$ cat src/rtl/input_process_spi.sv
`default_nettype none
// ============================================================================
// Module      : input_process_spi
// Description : Serial (MSB-first) word receiver feeding a show-ahead FIFO
//               with registered backpressure. Define RX_FRAME_CHECK_EN to
//               enable the 16-bit framing check.
// Revision    : 1.0 - initial release
// ============================================================================
module input_process_spi #(
    parameter int DEPTH       = 8,
    parameter int STOP_MARGIN = 2
) (
    input  logic        RX_CLK,
    input  logic        RST,
    input  logic        RX_DATA,
    input  logic        RX_EN,
    input  logic        RX_LOAD,
    output logic        TX_STOP,
    output logic [15:0] DATA,
    output logic        VALID,
    input  logic        RD_REQ,
    output logic        OVF,
    output logic        FRAME_ERR,
    output logic [1:0]  state_mon
);

    localparam int              c_AW         = $clog2(DEPTH);
    localparam int              c_FW         = c_AW + 1;
    localparam logic [c_FW-1:0] c_FULL       = c_FW'(DEPTH);
    localparam logic [c_FW-1:0] c_STOP_LEVEL = c_FW'(DEPTH - STOP_MARGIN);

    typedef enum logic [1:0] {
        ST_IDLE    = 2'd0,
        ST_SHIFT   = 2'd1,
        ST_RESYNC  = 2'd2,
        ST_ILLEGAL = 2'd3
    } state_t;

    state_t            r_state;
    state_t            w_state_next;
    // Only 15 bits are kept: the oldest bit of a word falls off on the
    // completing edge, so a 16th stored bit could never be observed.
    logic [14:0]       r_shift;
    logic [3:0]        r_cnt;
    logic              r_frame_err;
    logic              w_wr_req;
    logic              w_frame_err;
    logic [15:0]       w_word;

    logic [15:0]       r_mem [DEPTH];
    logic [c_AW-1:0]   r_wr_ptr;
    logic [c_AW-1:0]   r_rd_ptr;
    logic [c_FW-1:0]   r_fill;
    logic [c_FW-1:0]   w_fill_next;
    logic              r_ovf;
    logic              r_tx_stop;
    logic              w_pop;
    logic              w_push;
    logic              w_full;

    assign w_word = {r_shift, RX_DATA};

    always_ff @(posedge RX_CLK or posedge RST) begin
        if (RST) begin
            r_state <= ST_IDLE;
        end else begin
            r_state <= w_state_next;
        end
    end

    always_comb begin
        w_state_next = r_state;
        w_wr_req     = 1'b0;
        w_frame_err  = 1'b0;
        case (r_state)
            ST_IDLE, ST_SHIFT: begin
                if (RX_EN) begin
                    if (RX_LOAD) begin
                        w_state_next = ST_IDLE;
`ifdef RX_FRAME_CHECK_EN
                        if (r_cnt == 4'd15) begin
                            w_wr_req = 1'b1;
                        end else begin
                            w_frame_err = 1'b1;
                        end
`else
                        w_wr_req = 1'b1;
`endif
                    end else begin
                        w_state_next = ST_SHIFT;
`ifdef RX_FRAME_CHECK_EN
                        if (r_cnt == 4'd15) begin
                            w_frame_err  = 1'b1;
                            w_state_next = ST_RESYNC;
                        end
`endif
                    end
                end
            end
            ST_RESYNC: begin
                if (RX_EN && RX_LOAD) begin
                    w_state_next = ST_IDLE;
                end
            end
            default: w_state_next = ST_IDLE;
        endcase
    end

    always_ff @(posedge RX_CLK or posedge RST) begin
        if (RST) begin
            r_shift     <= '0;
            r_cnt       <= '0;
            r_frame_err <= 1'b0;
        end else begin
            r_frame_err <= w_frame_err;
            if (RX_EN) begin
                r_shift <= {r_shift[13:0], RX_DATA};
                r_cnt   <= RX_LOAD ? 4'd0 : r_cnt + 4'd1;
            end
        end
    end

    // A pop in the same cycle frees the head slot, so a write at full is kept.
    assign w_pop  = RD_REQ && (r_fill != '0);
    assign w_full = (r_fill == c_FULL);
    assign w_push = w_wr_req && (!w_full || w_pop);

    always_comb begin
        w_fill_next = r_fill;
        case ({w_push, w_pop})
            2'b10:   w_fill_next = r_fill + c_FW'(1);
            2'b01:   w_fill_next = r_fill - c_FW'(1);
            default: w_fill_next = r_fill;
        endcase
    end

    always_ff @(posedge RX_CLK or posedge RST) begin
        if (RST) begin
            r_wr_ptr  <= '0;
            r_rd_ptr  <= '0;
            r_fill    <= '0;
            r_ovf     <= 1'b0;
            r_tx_stop <= 1'b0;
        end else begin
            if (w_push) begin
                r_wr_ptr <= r_wr_ptr + c_AW'(1);
            end
            if (w_pop) begin
                r_rd_ptr <= r_rd_ptr + c_AW'(1);
            end
            if (w_wr_req && !w_push) begin
                r_ovf <= 1'b1;
            end
            r_fill    <= w_fill_next;
            r_tx_stop <= (w_fill_next >= c_STOP_LEVEL);
        end
    end

    always_ff @(posedge RX_CLK) begin
        if (w_push) begin
            r_mem[r_wr_ptr] <= w_word;
        end
    end

    assign VALID     = (r_fill != '0);
    assign DATA      = VALID ? r_mem[r_rd_ptr] : 16'h0000;
    assign TX_STOP   = r_tx_stop;
    assign OVF       = r_ovf;
    assign FRAME_ERR = r_frame_err;
    assign state_mon = r_state;

endmodule
`default_nettype wire

$ cat config.mk
export PLATFORM = sky130hd
export DESIGN_NAME = input_process_spi
export DESIGN_NICKNAME = d
export VERILOG_FILES = /design/src/rtl/input_process_spi.sv
export SDC_FILE = /design/constraint.sdc
export NUM_CORES = 1
export LEC_CHECK = 0
export BUFFER_PORTS_ARGS = -buffer_cell sky130_fd_sc_hd__buf_2
export CAP_MARGIN = 20
export CORE_MARGIN = 2
export CORE_UTILIZATION = 38
export CTS_CLUSTER_DIAMETER = 40
export DETAILED_ROUTE_END_ITERATION = 6
export GPL_TIMING_DRIVEN = 0
export HOLD_SLACK_MARGIN = 0.08
export SLEW_MARGIN = 0
export SYNTH_ARGS = -nofsm -noshare
export SYNTH_HDL_FRONTEND = slang
export SYNTH_SLANG_ARGS = --single-unit
$ cat constraint.sdc
create_clock -name RX_CLK -period 3.5 [get_ports RX_CLK]
set_clock_uncertainty 0.1 [all_clocks]
set_input_delay 0.875 -clock RX_CLK [delete_from_list [all_inputs] [get_ports RX_CLK]]
set_output_delay 0.875 -clock RX_CLK [all_outputs]
set_load 0.005 [all_outputs]
==> impl_metrics.env <==
export IMPL_comb_power_share=0.286
export IMPL_rsz0062_at_grt="false"
export IMPL_avgSynthCellArea_um2=19.9
export IMPL_cts_tree="yes"
export IMPL_cts_max_path_buffers=2
export IMPL_gp_congestion=0.789
export IMPL_fillCellCount=1365
export IMPL_drive_gt1_frac=0.351
export IMPL_critPathKind="register to output port"
export IMPL_tightest_slew_ns=0.833
export IMPL_hold_path_class="register to register"
export IMPL_synth_top_flop_cell="edfxtp_1"
export IMPL_switching_power_mw=1.80
export IMPL_internal_power_mw=4.35
export IMPL_synth_xor_area_share=0.00843
export IMPL_worstHoldStart="OVF"
export IMPL_dp_hpwl_um=7730
export IMPL_grt_util_all_layers=0.149
export IMPL_die_w_um=132
export IMPL_switching_share=0.293
export IMPL_finalSetupViolCount=0
export IMPL_synth_edf_count=128
export IMPL_dp_cells=566
export IMPL_maxCapViolations=0
export IMPL_finalHoldViolations=0
export IMPL_io_buffers=24
export IMPL_regArea_um2=4540
export IMPL_seq_area_frac_synth=0.729
export IMPL_core_area_um2=15900
export IMPL_grt_max_degree=19
export IMPL_netlist_instances=314
export IMPL_wl_per_cell_um=20.1
export IMPL_synth_top_area_share=0.617
export IMPL_die_h_um=132
export IMPL_async_reset_ff_frac=0.179
export IMPL_synth_top_family_by_area="multiplexers"
export IMPL_netlist_area_um2=6230
export IMPL_root_buffer="clkbuf_16"
export IMPL_pwr_share_clk=0.275
export IMPL_dieArea_um2=17400
export IMPL_cts_reportedPaths_clkPinSlew_ns=0.06
export IMPL_synthAdderAreaFrac=0.0112
export IMPL_r2r_start="r_fill[2]"
export IMPL_period_minus_slack_ns=3.30
export IMPL_path_cells="buf_1 > buf_2 > mux2i_1 > nor2_1 > buf_2"
export IMPL_whs_path_depth=1
export IMPL_synthSimpleGateAreaFrac=0.0387
export IMPL_timing_fmax_ghz=0.303
export IMPL_status="complete, no violations"
export IMPL_place_area_um2=6830
export IMPL_clkLatencyLatePin_ns=0.41
export IMPL_numCtsBuffers=17
export IMPL_cts_hold_buf=0
export IMPL_drt_iter0_markers=258
export IMPL_grt_overflow=0
export IMPL_critical_path_most_common_cell="buf_2"
export IMPL_required_ns=2.52
export IMPL_finalMaxSlewViolations=0
export IMPL_cts_sinks=156
export IMPL_drtAntennaViolNets=0
export IMPL_crit_reg2reg_capture="TX_STOP"
export IMPL_finalNonFillerCells=598
export IMPL_grt_pass1_vias=3138
export IMPL_setup_ws_ns=0.197
export IMPL_yosysMostFrequentCell="edfxtp_1"
export IMPL_antenna_cells=0
export IMPL_design_area_um2=7380
export IMPL_muxShareOfSynthArea=0.176
export IMPL_synth_cell_types=45
export IMPL_synth_top_cell_by_area="edfxtp_1"
export IMPL_placementRows=46
export IMPL_p_seq_frac=0.439
export IMPL_firstDrtPassIters=4
export IMPL_cp_start_kind="register"
export IMPL_rrSetupSlack_ns=0.63
export IMPL_hold_end="OVF"
export IMPL_vias=3012
export IMPL_place_ws_ns=0.163
export IMPL_multi_input_area_um2=1610
export IMPL_post_cts_buffers=0
export IMPL_period_share=0.944
export IMPL_antenna_found_initial=0
export IMPL_start_util=0.391
export IMPL_synth_top_cells_by_count="edfxtp_1, mux4_2, dfrtp_1, nor2_1, mux2i_1"
export IMPL_htreeDepth=4
export IMPL_syn_to_final_growth_pct=18.4
export IMPL_vdd_drop_max_uv=399
export IMPL_ys_ff_latch=156
export IMPL_power_leakage_nw=2.59
export IMPL_timing_slew_headroom=0.444
export IMPL_routed_wirelength_um=12000
export IMPL_drcViolationCount=0
export IMPL_viasPerCell=5.04
export IMPL_arrival_ns=2.33
export IMPL_grt_pass1_wl_um=18700
export IMPL_yosys_top_cells_area="edfxtp_1, mux4_2, dfrtp_1"
export IMPL_synth_compound_area_frac=0.0189
export IMPL_cp_max_fo=10
export IMPL_yosysWarnings=0
export IMPL_r2r_cells=10
export IMPL_nets=380
export IMPL_slowest_stage="buf_1"
export IMPL_cp_end_kind="output port"
export IMPL_io_pins=28
export IMPL_p_per_area_nw_per_um2=834
export IMPL_max_stage_delay_ns=0.58
-- critical path, delay by kind of cell (launching register included) --
family | cells | cell delay, ns
buf+inv | 3 | 1.22
flops | 1 | 0.31
mux | 1 | 0.31
simple gates | 1 | 0.06
-- what timing repair did --
| item | 4_1_cts | 5_1_grt |
|---|---|---|
| setup endpoints to repair | 5 | 1 |
| pin swaps | 0 | 0 |
| resized for setup | 3 | 2 |
-- cells in the final DEF (no fill, tap or decap), types with 3 or more instances in the layout --
master,count
mux4_2,32
mux2_2,15
nor2_2,6
clkbuf_1,7
buf_4,3
mux2i_1,17
edfxtp_1,128
buf_8,5
clkbuf_2,3
dfrtp_1,28
nand2b_1,3
xnor2_1,5
nor2_1,17
buf_2,27
inv_1,3
clkbuf_16,17
ha_1,4
nor3_2,3
buf_6,5
clkinv_1,5
nand2_1,6
-- logic make-up (layout without fill, tap and decap cells) --
| kind of cell | after synthesis | count (layout) |
|---|---|---|
| AOI/OAI and AO/OA | 12 | 12 |
| xor gates and xnor gates | 6 | 6 |
| adders and majority gates | 5 | 5 |
| buffers and inverters | 21 | 88 |
| DFF | 156 | 156 |
| muxes | 67 | 67 |
| other | 1 | 2 |
| and+or+nand+nor | 46 | 46 |
-- cell type report --
class | instances | area share
Sequential cell | 156 | 0.616
Multi-Input combinational cell | 138 | 0.218
Clock buffer | 22 | 0.0602
Buffer | 16 | 0.0127
Inverter | 5 | 0.00288
Tap cell | 216 | 0.0366
Clock inverter | 10 | 0.0134
Timing Repair Buffer | 35 | 0.0400
-- flip-flops by register name (all words and copies together) (netlist names) --
signal     count
r_shift       15
state_mon      1
TX_STOP        1
r_rd_ptr       3
r_fill         4
r_wr_ptr       3
r_mem        128
OVF            1
-- routing by layer --
layer	track usage	wire, µm	share of wire
met1	0.202	5580	0.46
met3	0.0369	531	0.044
met5	0	0	0
met4	0.0755	236	0.020
met2	0.226	5660	0.47
-- how the worst max path moves through the flow --
| stage | to | cells past startpoint | start | slack [ns] |
|---|---|---|---|---|
| floorplan | r_mem[0][0] | 5 | RX_EN | 0.24 |
| global placement | r_mem[0][4] | 5 | RX_EN | -1.22 |
| detailed placement | r_mem[0][5] | 7 | RX_EN | 0.16 |
| CTS | DATA[14] | 6 | r_rd_ptr[0] | 0.10 |
| global route | DATA[6] | 6 | r_rd_ptr[0] | 0.009 |
| finish | DATA[14] | 5 | r_rd_ptr[2] | 0.20 |
-- power groups by stage --
| stage | sequential (mW) | combinational [mW] | clock, mW |
|---|---|---|---|
| 3_3_place_gp | 2.71 | 1.71 | 0 |
| 4_1_cts | 2.70 | 1.81 | 1.72 |
| 3_5_place_dp | 2.74 | 1.80 | 0 |
| 6_report | 2.70 | 1.76 | 1.69 |
| 5_1_grt | 2.75 | 1.95 | 1.79 |
| 2_1_floorplan | 2.65 | 1.22 | 0 |
-- metrics by stage --
stage                     setup TNS [ns]  hold slack (ns)  total power, mW   util
after detailed placement               0            0.351             4.54  0.428
after floorplan                        0            0.360             3.87      -
after global routing                   0            0.377             6.50  0.463
after global placement            -59.50            0.348             4.42  0.416
final                                  0            0.362             6.15  0.463
after CTS                              0            0.364             6.23  0.463
No activity file was read; power rests on OpenSTA's default activity.
